`config.mk`:
```
export PLATFORM = sky130hd
export DESIGN_NAME = ram_ctrl_flat
export DESIGN_NICKNAME = d
export VERILOG_FILES = /design/src/rtl/ram_ctrl_if.sv /design/src/rtl/ram_ctrl.sv /design/src/flat_wrapper.sv
export SDC_FILE = /design/constraint.sdc
export NUM_CORES = 1
export LEC_CHECK = 0
export BUFFER_PORTS_ARGS = -buffer_cell sky130_fd_sc_hd__buf_4
export CORE_MARGIN = 2
export CORE_UTILIZATION = 35
export DETAILED_ROUTE_END_ITERATION = 12
export PLACE_DENSITY_LB_ADDON = 0.12
export SKIP_CTS_REPAIR_TIMING = 1
export SYNTH_ARGS = -nofsm -noshare
export SYNTH_HDL_FRONTEND = slang
export SYNTH_SLANG_ARGS = --single-unit
```
`constraint.sdc`:
```
create_clock -name clk -period 3.1 [get_ports clk]
set_clock_uncertainty 0.05 [all_clocks]
set_input_delay 0.62 -clock clk [delete_from_list [all_inputs] [get_ports clk]]
set_output_delay 0.62 -clock clk [all_outputs]
set_load 0.02 [all_outputs]
```
`src/rtl/ram_ctrl_if.sv`:
```
// ----------------------------------------------------------------------------
// ram_ctrl_if
// Host-side request/response bundle for ram_ctrl.
//   req_valid  host request present
//   req_ready  controller can accept a request this cycle
//   req_we     1 = write, 0 = read
//   req_addr   request address
//   req_wdata  write data
//   wr_ack     one-cycle pulse during the RAM write cycle
//   resp_valid one-cycle pulse, resp_rdata is valid
//   resp_rdata captured read data, held until the next capture
// Modports: master = host logic, slave = ram_ctrl.
// ----------------------------------------------------------------------------
interface ram_ctrl_if #(
   parameter int AW = 5,
   parameter int DW = 8
);
   logic          req_valid;
   logic          req_ready;
   logic          req_we;
   logic [AW-1:0] req_addr;
   logic [DW-1:0] req_wdata;
   logic          wr_ack;
   logic          resp_valid;
   logic [DW-1:0] resp_rdata;

   modport master (
      output req_valid, req_we, req_addr, req_wdata,
      input  req_ready, wr_ack, resp_valid, resp_rdata
   );

   modport slave (
      input  req_valid, req_we, req_addr, req_wdata,
      output req_ready, wr_ack, resp_valid, resp_rdata
   );
endinterface

```
`src/rtl/ram_ctrl.sv`:
```
// ----------------------------------------------------------------------------
// ram_ctrl
// Initiator-side controller for the single-port synchronous RAM. Turns the
// host valid/ready requests into RAM strobes, handles the one-cycle registered
// read latency plus output-enable gating, and offers a fill engine that writes
// a programmable value to every location.
// Ports:
//   clk, rst           clock, synchronous active-high reset
//   host               request/response bundle (ram_ctrl_if.slave)
//   init_start         start a fill of all 2^AW locations
//   init_value         fill data, sampled when init_start is accepted
//   init_busy          fill in progress
//   init_done          one-cycle pulse after the last fill write
//   chip_s/w_en/r_en/o_en, address, data_in   registered RAM strobes and bus
//   ram_rdata          RAM data_out (reads 8'h01 when not output-enabled)
// ----------------------------------------------------------------------------
module ram_ctrl #(
   parameter int AW = 5,
   parameter int DW = 8
) (
   input  logic          clk,
   input  logic          rst,
   ram_ctrl_if.slave     host,
   input  logic          init_start,
   input  logic [DW-1:0] init_value,
   output logic          init_busy,
   output logic          init_done,
   output logic          chip_s,
   output logic          w_en,
   output logic          r_en,
   output logic          o_en,
   output logic [AW-1:0] address,
   output logic [DW-1:0] data_in,
   input  logic [DW-1:0] ram_rdata
);

   localparam logic [2:0] S_IDLE = 3'd0;
   localparam logic [2:0] S_WR   = 3'd1;
   localparam logic [2:0] S_RD1  = 3'd2;
   localparam logic [2:0] S_RD2  = 3'd3;
   localparam logic [2:0] S_INIT = 3'd4;

   localparam logic [AW-1:0] CNT_LAST = {AW{1'b1}};
   localparam logic [AW-1:0] CNT_ONE  = {{(AW-1){1'b0}}, 1'b1};

   logic [2:0]    state_q, state_d;
   logic [AW-1:0] cnt_q, cnt_d;
   logic [DW-1:0] fill_q, fill_d;
   logic [AW-1:0] address_q, address_d;
   logic [DW-1:0] data_in_q, data_in_d;
   logic [DW-1:0] resp_rdata_q, resp_rdata_d;
   logic          chip_s_q, chip_s_d;
   logic          w_en_q, w_en_d;
   logic          r_en_q, r_en_d;
   logic          o_en_q, o_en_d;
   logic          wr_ack_q, wr_ack_d;
   logic          resp_valid_q, resp_valid_d;
   logic          init_busy_q, init_busy_d;
   logic          init_done_q, init_done_d;

   // init_start wins over a same-cycle request, so ready drops while it is high.
   assign host.req_ready = (state_q == S_IDLE) & ~init_start & ~rst;

   assign host.wr_ack     = wr_ack_q;
   assign host.resp_valid = resp_valid_q;
   assign host.resp_rdata = resp_rdata_q;
   assign init_busy       = init_busy_q;
   assign init_done       = init_done_q;
   assign chip_s          = chip_s_q;
   assign w_en            = w_en_q;
   assign r_en            = r_en_q;
   assign o_en            = o_en_q;
   assign address         = address_q;
   assign data_in         = data_in_q;

   // Next-state and next-output logic; every output is computed one cycle
   // ahead so that it appears registered in the cycle its state is active.
   always_comb begin
      state_d      = state_q;
      cnt_d        = cnt_q;
      fill_d       = fill_q;
      address_d    = address_q;
      data_in_d    = data_in_q;
      resp_rdata_d = resp_rdata_q;
      chip_s_d     = 1'b0;
      w_en_d       = 1'b0;
      r_en_d       = 1'b0;
      o_en_d       = 1'b0;
      wr_ack_d     = 1'b0;
      resp_valid_d = 1'b0;
      init_busy_d  = 1'b0;
      init_done_d  = 1'b0;
      case (state_q)
         S_IDLE: begin
            if (init_start) begin
               state_d     = S_INIT;
               cnt_d       = {AW{1'b0}};
               fill_d      = init_value;
               address_d   = {AW{1'b0}};
               data_in_d   = init_value;
               chip_s_d    = 1'b1;
               w_en_d      = 1'b1;
               init_busy_d = 1'b1;
            end else if (host.req_valid) begin
               address_d = host.req_addr;
               data_in_d = host.req_wdata;
               chip_s_d  = 1'b1;
               if (host.req_we) begin
                  state_d  = S_WR;
                  w_en_d   = 1'b1;
                  wr_ack_d = 1'b1;
               end else begin
                  state_d = S_RD1;
                  r_en_d  = 1'b1;
               end
            end else begin
               state_d = S_IDLE;
            end
         end
         S_WR: begin
            state_d = S_IDLE;
         end
         S_RD1: begin
            // RAM output register is loaded at the end of RD1; open the gate.
            state_d  = S_RD2;
            chip_s_d = 1'b1;
            r_en_d   = 1'b1;
            o_en_d   = 1'b1;
         end
         S_RD2: begin
            // Only place ram_rdata is sampled: outside o_en the bus carries 8'h01.
            state_d      = S_IDLE;
            resp_rdata_d = ram_rdata;
            resp_valid_d = 1'b1;
         end
         S_INIT: begin
            cnt_d = cnt_q + CNT_ONE;
            if (cnt_q == CNT_LAST) begin
               state_d     = S_IDLE;
               init_done_d = 1'b1;
            end else begin
               address_d   = cnt_q + CNT_ONE;
               data_in_d   = fill_q;
               chip_s_d    = 1'b1;
               w_en_d      = 1'b1;
               init_busy_d = 1'b1;
            end
         end
         default: begin
            state_d = S_IDLE;
         end
      endcase
   end

   // State and output registers with synchronous reset.
   always_ff @(posedge clk) begin
      if (rst) begin
         state_q      <= S_IDLE;
         cnt_q        <= {AW{1'b0}};
         fill_q       <= {DW{1'b0}};
         address_q    <= {AW{1'b0}};
         data_in_q    <= {DW{1'b0}};
         resp_rdata_q <= {DW{1'b0}};
         chip_s_q     <= 1'b0;
         w_en_q       <= 1'b0;
         r_en_q       <= 1'b0;
         o_en_q       <= 1'b0;
         wr_ack_q     <= 1'b0;
         resp_valid_q <= 1'b0;
         init_busy_q  <= 1'b0;
         init_done_q  <= 1'b0;
      end else begin
         state_q      <= state_d;
         cnt_q        <= cnt_d;
         fill_q       <= fill_d;
         address_q    <= address_d;
         data_in_q    <= data_in_d;
         resp_rdata_q <= resp_rdata_d;
         chip_s_q     <= chip_s_d;
         w_en_q       <= w_en_d;
         r_en_q       <= r_en_d;
         o_en_q       <= o_en_d;
         wr_ack_q     <= wr_ack_d;
         resp_valid_q <= resp_valid_d;
         init_busy_q  <= init_busy_d;
         init_done_q  <= init_done_d;
      end
   end

endmodule

```
`src/flat_wrapper.sv`:
```
// flat-port wrapper written by rule: the top's interface ports become plain ports
module ram_ctrl_flat 
#(
   parameter int AW = 5,
   parameter int DW = 8
)
  (clk, rst, init_start, init_value, init_busy, init_done, chip_s, w_en, r_en, o_en, address, data_in, ram_rdata, host_req_valid, host_req_we, host_req_addr, host_req_wdata, host_req_ready, host_wr_ack, host_resp_valid, host_resp_rdata);
  ram_ctrl_if #(.AW(AW), .DW(DW)) host_i ();
  input  logic clk;
  input  logic rst;
  input  logic init_start;
  input  logic [DW-1:0] init_value;
  output logic init_busy;
  output logic init_done;
  output logic chip_s;
  output logic w_en;
  output logic r_en;
  output logic o_en;
  output logic [AW-1:0] address;
  output logic [DW-1:0] data_in;
  input  logic [DW-1:0] ram_rdata;
  input wire logic [$bits(host_i.req_valid)-1:0] host_req_valid;
  input wire logic [$bits(host_i.req_we)-1:0] host_req_we;
  input wire logic [$bits(host_i.req_addr)-1:0] host_req_addr;
  input wire logic [$bits(host_i.req_wdata)-1:0] host_req_wdata;
  output wire logic [$bits(host_i.req_ready)-1:0] host_req_ready;
  output wire logic [$bits(host_i.wr_ack)-1:0] host_wr_ack;
  output wire logic [$bits(host_i.resp_valid)-1:0] host_resp_valid;
  output wire logic [$bits(host_i.resp_rdata)-1:0] host_resp_rdata;
  assign host_i.req_valid = host_req_valid;
  assign host_i.req_we = host_req_we;
  assign host_i.req_addr = host_req_addr;
  assign host_i.req_wdata = host_req_wdata;
  assign host_req_ready = host_i.req_ready;
  assign host_wr_ack = host_i.wr_ack;
  assign host_resp_valid = host_i.resp_valid;
  assign host_resp_rdata = host_i.resp_rdata;
  ram_ctrl #(.AW(AW), .DW(DW)) u_core (.clk(clk), .rst(rst), .host(host_i), .init_start(init_start), .init_value(init_value), .init_busy(init_busy), .init_done(init_done), .chip_s(chip_s), .w_en(w_en), .r_en(r_en), .o_en(o_en), .address(address), .data_in(data_in), .ram_rdata(ram_rdata));
endmodule
```
# ---- Word level (Yosys, flattened, before mapping)
# Index checks and enable logic that the tools add are counted.
dict set report totals {
  in_bits 34
  regBits 45
  word_cells 68
  out_inout_bits 30
}
dict set report op_classes {
  n_addsub 1
  n_mux 32
  eq_ne 8
  bitwise 6
  n_reduce_logical 7
}
# op count
set op_table {}
lappend op_table {{8-bit 2-to-1 mux} 3}
lappend op_table {{5-bit 2-to-1 mux} 4}
lappend op_table {{5-bit case mux with 2 select lines} 2}
lappend op_table {{8-bit case mux with 2 select lines} 1}
lappend op_table {{1-bit 2-to-1 mux} 13}
lappend op_table {{3-bit case mux with 3 select lines} 1}
lappend op_table {{3-bit by 2-bit == test with 1-bit output, second input constant} 2}
lappend op_table {{3-bit 2-to-1 mux} 2}
lappend op_table {{1-bit case mux with 2 select lines} 3}
lappend op_table {{5-bit by 1-bit adder with 5-bit output, second input constant} 1}
lappend op_table {{5-bit == test, second input constant} 1}
lappend op_table {{2-bit 2-to-1 mux} 2}
lappend op_table {{2-bit != test, second input constant} 2}
lappend op_table {{1-bit inverter} 4}
lappend op_table {{2-bit AND reduction} 2}
lappend op_table {{3-bit == test, second input constant} 1}
lappend op_table {{3-bit logical NOT} 1}
lappend op_table {{3-bit != test, second input constant} 1}
lappend op_table {{1-bit case mux with 3 select lines} 1}
lappend op_table {{3-bit AND reduction} 1}
lappend op_table {{3-bit OR reduction} 1}
lappend op_table {{1-bit bitwise AND} 2}
lappend op_table {{2-bit by 1-bit != test with 1-bit output, second input constant} 1}
lappend op_table {{2-bit nonzero test} 1}
lappend op_table {{2-bit OR reduction} 1}

# ---- Logic depth before layout (Yosys ltp)
# Gate-level depths: netlist (run 1).
dict set report logic_depth {
  word_depth 4
  ltp_mapped 7
  mapped_depth_nobuf 6
}

# ---- Worst setup path after synthesis (run 1)
# Ideal clock, no wire load.
dict set report synth_timing {
  kind {input to output}
  startpoint {in rst}
  endpoint {out host_req_ready}
  t_arrival_ns 1.675
  n_path_buf 1
  cell_stages 3
  required_ns 2.430
  setup_slack_ns 0.755
  path_cell_list {clkbuf_1 or3_1 nor3_1}
}
dict set report synth_between {
  elab_chain_cells 2
}
# element line
set synth_lines {}
lappend synth_lines {{start: declaration} flat_wrapper.sv:10} ;# input logic rst;
lappend synth_lines {{1-bit inverter} ram_ctrl.sv:62} ;# assign host.req_ready = (state_q == S_IDLE) & ~init_start & ~rst;
lappend synth_lines {{1-bit bitwise AND} ram_ctrl.sv:62}
lappend synth_lines {{end: declaration} flat_wrapper.sv:26} ;# output wire logic [$bits(host_i.req_ready)-1:0] host_req_ready;
# Every way passes these cells.

# ---- Final worst setup path (run 1)
dict set report layout_timing {
  startpoint {reg u_core.cnt_q[0]}
  endpoint {reg u_core.data_in_q[4] (netlist: u_core.data_in[4])}
}
dict set report layout_between {
  elab_chain_cells 3
}
# element line
set layout_lines {}
lappend layout_lines {{start: declaration} ram_ctrl.sv:47} ;# logic [AW-1:0] cnt_q, cnt_d;
lappend layout_lines {{start signal: assignment} ram_ctrl.sv:159} ;# cnt_q <= {AW{1'b0}};
lappend layout_lines {{start signal: assignment} ram_ctrl.sv:174} ;# cnt_q <= cnt_d;
lappend layout_lines {{5-bit == test} ram_ctrl.sv:138} ;# if (cnt_q == CNT_LAST) begin
lappend layout_lines {{2-bit != test (no source line)} --}
lappend layout_lines {{3-bit AND reduction (no source line)} --}
lappend layout_lines {{end signal: assignment} ram_ctrl.sv:162} ;# data_in_q <= {DW{1'b0}};
lappend layout_lines {{end signal: assignment} ram_ctrl.sv:177} ;# data_in_q <= data_in_d;
lappend layout_lines {{end: declaration} ram_ctrl.sv:50} ;# logic [DW-1:0] data_in_q, data_in_d;
# Every way passes these cells.
# A chain may end at the register's enable or synchronous reset.

==> flow_summary.yaml, run 1 <==
outcome:
  status: "finished clean"
final_layout:
  final_core_util: 0.468
  multi_input_area_um2: 953
  layout_common_cells: "buf_4 (63), dfxtp_1 (45), nand2_1 (27), nor2_1 (23), a21oi_1 (17)"
  drive_gt1_frac: 0.303
  layout_commonest_cell: "buf_4"
  antenna_cells: 0
  fin_nets: 302
  synthToLayoutAreaGrowth_pct: 30.6
  fillers: 538
  regArea_um2: 901
  stdcell_count: 339
power:
  p_comb_frac: 0.179
  p_sw_frac: 0.267
  p_seq_frac: 0.476
  p_leak_nw: 1.11
  power_w: 0.00135
  p_clk_frac: 0.345
  vdd_drop_max_mv: 0.264
  powerDensity_nw_per_um2: 529
  internal_power_w: 0.000987
  switching_power_w: 0.000359
global_routing:
  grt_use_total: 0.157
  grt_antenna_before_repair: 0
  grt_max_degree: 31
  grt-ovfl-total: 0
  grt_pass1_vias: 1517
  grt_pass1_wl_um: 7660
place:
  numPortBuffers: 63
  pre_cts_ws_ps: 757
  dp.cells: 331
  hpwlAfterDp_um: 3220
  place.gp.congestion: 0.744
yosys:
  synth_top_family_by_area: "simple AND/OR/NAND/NOR gates"
  synth-edff-count: 0
  synthMuxAreaShare: 0.0462
  synth_seq_area_share: 0.462
  avgSynthCellArea_um2: 9.23
  syn_area_um2: 1950
  ys_warn_count: 0
  yosys.area_share.simple: 0.238
  yosys.area_share.xor_xnor: 0.00450
  syn_nets: 247
  synthCells: 211
  yosys_register_bits: 45
  async_flop_share: 0
  synth_compound_area_frac: 0.188
  synth-adder-area-share: 0.0128
  yosysUniqueCellTypes: 42
  ys.flop_type: "dfxtp_1"
detailed_routing:
  wl_per_cell_um: 14.0
  drcViolationCount: 0
  drtIter0Drc: 69
  drt_wl_total_um: 4740
  first_pass_iters: 4
  antenna_left: 0
  viasPerCell: 5.01
  via_count: 1700
timing:
  tightest_slew_ps: 855
  setup_slack_ps: 698
  slew_violations: 0
  finalSetupViolCount: 0
  fin_setup_tns_ps: 0
  max_freq_mhz: 416
  final.period_utilization: 0.775
  rsz0062_at_grt: "no"
  timing.slew.headroom: 0.429
  finalCriticalPeriod_ps: 2400
  final-hold-violation-count: 0
setup_path:
  path_cells: "ha_1, and3_1, ha_1, a211oi_2, nand3_2, o32ai_1"
  slowest_stage: "a211oi_2"
  path_buf_inv: 0
  worstSetupStartpointType: "register"
  critPathRequiredTime_ps: 3260
  worst-setup-path-type: "register to register"
  cp-end-kind: "register"
  critPathTopFamily: "compound AO/OA/AOI/OAI gates"
  cp_max_fo: 9
  cp.arrival_ps: 2560
  cpPeakStageDelay_ps: 550
  cp_common_cell: "ha_1"
clock_network:
  tritoncts: "built"
  clockBufferDepth: 2
  cts_sinks: 45
  root_buffer: "clkbuf_8"
  cts.clk_slew.worst_paths_ps: 90
  clock_latency_ps: 300
  numCtsBuffers: 5
  htree_levels: 2
floorplan:
  die_h_um: 78.6
  core_um2: 5440
  die_w_um: 78.6
  io_pins: 64
  initial_core_util: 0.358
  dieArea_um2: 6180
  row_count: 27
worst_hold_path:
  hp-class: "register to register"
run:
  cap_viol_max_count: 0
routing by layer:
| layer | routed length (um) | up-vias | global-route usage |
|---|---|---|---|
| met5 | 0 | - | 0 |
| met4 | 41 | 0 | 0.0368 |
| met3 | 390 | 5 | 0.0598 |
| met2 | 2000 | 51 | 0.228 |
| met1 | 2310 | 780 | 0.220 |
| li1 | - | 864 | - |
cell families after synthesis:
family | after synthesis
adders and majority gates | 2
DFF | 45
buffers and inverters | 18
xor gates and xnor gates | 1
AOI/OAI and AO/OA | 48
and+or+nand+nor | 88
muxes | 9
worst register-to-register path, cell delays in order, from the launching register on:
cell	delay, ps
dfxtp_1	360
ha_1	260
and3_1	200
ha_1	220
a211oi_2	550
nand3_2	350
o32ai_1	340
state kept, by name, indices dropped and copies added (netlist names), 3 cells and up:
register and count:
u_core.address 5, u_core.cnt_q 5, u_core.data_in 8, u_core.fill_q 8, u_core.host.resp_rdata 8, u_core.state_q 3
cell type report:
type                    instances  share of cell area
clock inverters                 1              0.0118
flip-flops and latches         45               0.354
clock buffers                   7              0.0339
repair buffers                 63               0.186
inverters                       3             0.00442
multi-input cells             148               0.375
well taps                      72              0.0354
per-stage QoR:
step / hold slack (ps) / cell area (um2)
floorplan: 387 / 1950
global placement: 394 / 2430
detailed placement: 398 / 2430
CTS: 411 / 2540
global route: 432 / 2540
finish: 410 / 2540
synthesized netlist by cell type, types with 2 or more instances:
library cell	number	share of area
buf_2	6	0.015
nand2_1	27	0.052
nand2b_1	3	0.0096
nand2_2	2	0.0064
a211oi_1	9	0.035
clkbuf_1	5	0.0096
or3_1	2	0.0064
o32ai_1	8	0.036
a311oi_2	3	0.023
dfxtp_1	45	0.46
nand3b_1	5	0.019
nor2_1	23	0.044
inv_1	2	0.0039
nor3_1	4	0.010
and3_1	2	0.0064
buf_6	2	0.012
o31ai_1	2	0.0077
nor2b_1	10	0.032
mux2i_1	9	0.046
a21oi_1	17	0.044
ha_1	2	0.013
a311oi_1	3	0.013
final timing paths:
path / to / depth (start not counted) / slack [ps] / start
setup reg to reg: u_core.data_in[4]$_SDFFE_PP0P_ / 6 / 700 / u_core.cnt_q[0]$_SDFFE_PP0P_
hold reg to reg: u_core.fill_q[0]$_SDFFE_PP0P_ / 2 / 410 / u_core.fill_q[0]$_SDFFE_PP0P_
hold / removal: u_core.fill_q[0]$_SDFFE_PP0P_ / 2 / 410 / u_core.fill_q[0]$_SDFFE_PP0P_
setup / recovery: u_core.data_in[4]$_SDFFE_PP0P_ / 6 / 700 / u_core.cnt_q[0]$_SDFFE_PP0P_
power by group through the flow:
stage               Combinational (W)  Clock [W]  Sequential, W
finish                       0.000242   0.000464       0.000641
global route                 0.000265   0.000497       0.000647
CTS                          0.000244   0.000472       0.000641
detailed placement           0.000244          0       0.000655
global placement             0.000243          0       0.000655
floorplan                    0.000127          0       0.000675
(Power assumes the default switching activity.)
==> run 2: changes to the inputs <==
==> constraint.sdc (replaced) <==
create_clock -name clk -period 2.45 [get_ports clk]
set_clock_uncertainty 0.05 [all_clocks]
set_input_delay 0.49 -clock clk [delete_from_list [all_inputs] [get_ports clk]]
set_output_delay 0.49 -clock clk [all_outputs]
set_load 0.02 [all_outputs]
==> run 2 against run 1 <==
  * Sequential share of layout area fell by 0.070 points
  * Total power rose by 17%
  * Worst hold slack got worse by 41 ps
  * Design area rose by 0.20%
  * Worst setup slack got worse by 390 ps
  * Core utilization rose by 0.092 points
  * Via count fell by 0.94%
  * Count of clock-buffer cells in the layout did not move
  * Sequential cell count did not move
  * Largest power group unchanged
  * Highest routed layer unchanged
==> flow_summary.yaml, run 2 (same netlist as run 1, synthesis figures left out) <==
global_routing:
  grt_use_total: 0.161
  grt_pass1_vias: 1531
  grt_max_degree: 31
  grt_pass1_wl_um: 7710
  grt-ovfl-total: 0
  grt_antenna_before_repair: 0
timing:
  hold_slack_ps: 369
  final-hold-violation-count: 0
  tightest_slew_ps: 635
  final.period_utilization: 0.872
  finalCriticalPeriod_ps: 2140
  slew_violations: 0
  finalSetupViolCount: 0
  timing.slew.headroom: 0.576
  fin_setup_tns_ps: 0
  max_freq_mhz: 468
  rsz0062_at_grt: "no"
setup_path:
  worstSetupStartpointType: "register"
  crit_end: "host_req_ready"
  cp-end-kind: "primary output"
  cpPeakStageDelay_ps: 490
  reg2reg_depth: 6
  r2r_end: "u_core.data_in[3]$_SDFFE_PP0P_"
  ff2ff_setup_slack_ps: 320
  cp_max_fo: 14
  path_cells: "or3_1, nor3_1, buf_4"
  cp.arrival_ps: 1600
  worst-setup-path-type: "register to primary output"
  r2r-start: "u_core.cnt_q[0]$_SDFFE_PP0P_"
  path_buf_inv: 1
  slowest_stage: "or3_1"
  cp-startpoint: "u_core.state_q[1]$_SDFFE_PP0P_"
  worst-path-stages: 3
  critPathTopFamily: "simple AND/OR/NAND/NOR gates"
  critPathRequiredTime_ps: 1910
worst_hold_path:
  min_path_cells: 3
  hp-class: "input pin to register"
final_layout:
  fin_nets: 307
  antenna_cells: 0
  synthToLayoutAreaGrowth_pct: 30.9
  layout_commonest_cell: "buf_4"
  drive_gt1_frac: 0.313
  layout_common_cells: "buf_4 (68), dfxtp_1 (45), nand2_1 (27), nor2_1 (23), a21oi_1 (17)"
  fillers: 581
detailed_routing:
  drcViolationCount: 0
  first_pass_iters: 4
  wl_per_cell_um: 13.8
  drtIter0Drc: 71
  viasPerCell: 4.90
  antenna_left: 0
  via_count: 1684
  drt_wl_total_um: 4750
floorplan:
  core_um2: 5440
  dieArea_um2: 6180
  initial_core_util: 0.358
  io_pins: 64
  die_w_um: 78.6
  die_h_um: 78.6
  row_count: 27
clock_network:
  htree_levels: 2
  root_buffer: "clkbuf_8"
  cts_sinks: 45
  clock_latency_ps: 290
  tritoncts: "built"
  numCtsBuffers: 5
  clockBufferDepth: 2
  cts.clk_slew.worst_paths_ps: 80
outcome:
  status: "finished clean"
place:
  hpwlAfterDp_um: 3340
  numPortBuffers: 63
  place.gp.congestion: 0.757
power:
  p_leak_nw: 1.12
  vdd_drop_max_mv: 0.295
  power_w: 0.00157
  powerDensity_nw_per_um2: 617
run:
  cap_viol_max_count: 0
## run 2: report_power, final
| group | leakage [nW] | switching, W | internal, W |
|---|---|---|---|
| clock | 0.0385 | 0.000246 | 0.000202 |
| combinational | 0.710 | 0.000167 | 0.000147 |
| sequential | 0.368 | 0.0000347 | 0.000777 |
| total | 1.12 | 0.000448 | 0.00113 |
## run 2: routing by layer
| metal | GRT usage | share of wire | vias up |
|---|---|---|---|
| li1 | - | - | 874 |
| met1 | 0.224 | 0.47 | 755 |
| met2 | 0.227 | 0.43 | 48 |
| met3 | 0.0621 | 0.081 | 7 |
| met4 | 0.0526 | 0.012 | 0 |
| met5 | 0 | 0 | - |
## run 2: per-stage QoR
stage	utilization	area (um2)	instances	setup WS, ps
after floorplan	-	1950	211	365
after global placement	0.453	2470	336	444
after detailed placement	0.453	2470	336	325
after CTS	0.469	2550	344	293
after global routing	0.469	2550	344	132
final	0.469	2550	344	313
## run 2: final cells by class
type | instances | area [um2] | area share
flip-flops and latches | 45 | 901 | 0.353
inverters | 3 | 11.3 | 0.00442
clock buffers | 7 | 76.3 | 0.0299
well taps | 72 | 90.1 | 0.0353
repair buffers | 68 | 510 | 0.200
multi-input cells | 148 | 953 | 0.374
clock inverters | 1 | 7.51 | 0.00294
## run 2: worst min path at each step
stage | start | end | slack, ps
6_report | ram_rdata[2] | u_core.host.resp_rdata[2]$_SDFFE_PP0P_ | 370
5_1_grt | ram_rdata[0] | u_core.host.resp_rdata[0]$_SDFFE_PP0P_ | 370
4_1_cts | ram_rdata[2] | u_core.host.resp_rdata[2]$_SDFFE_PP0P_ | 360
3_5_place_dp | u_core.fill_q[1]$_SDFFE_PP0P_ | u_core.fill_q[1]$_SDFFE_PP0P_ | 400
3_3_place_gp | u_core.fill_q[0]$_SDFFE_PP0P_ | u_core.fill_q[0]$_SDFFE_PP0P_ | 390
2_1_floorplan | u_core.fill_q[0]$_SDFFE_PP0P_ | u_core.fill_q[0]$_SDFFE_PP0P_ | 390
## run 2: tightest hold or removal path: cells and delay by family
kind	cells	cell delay, ps
buffers and inverters	1	70
muxes	1	50
and+or+nand+nor	1	70
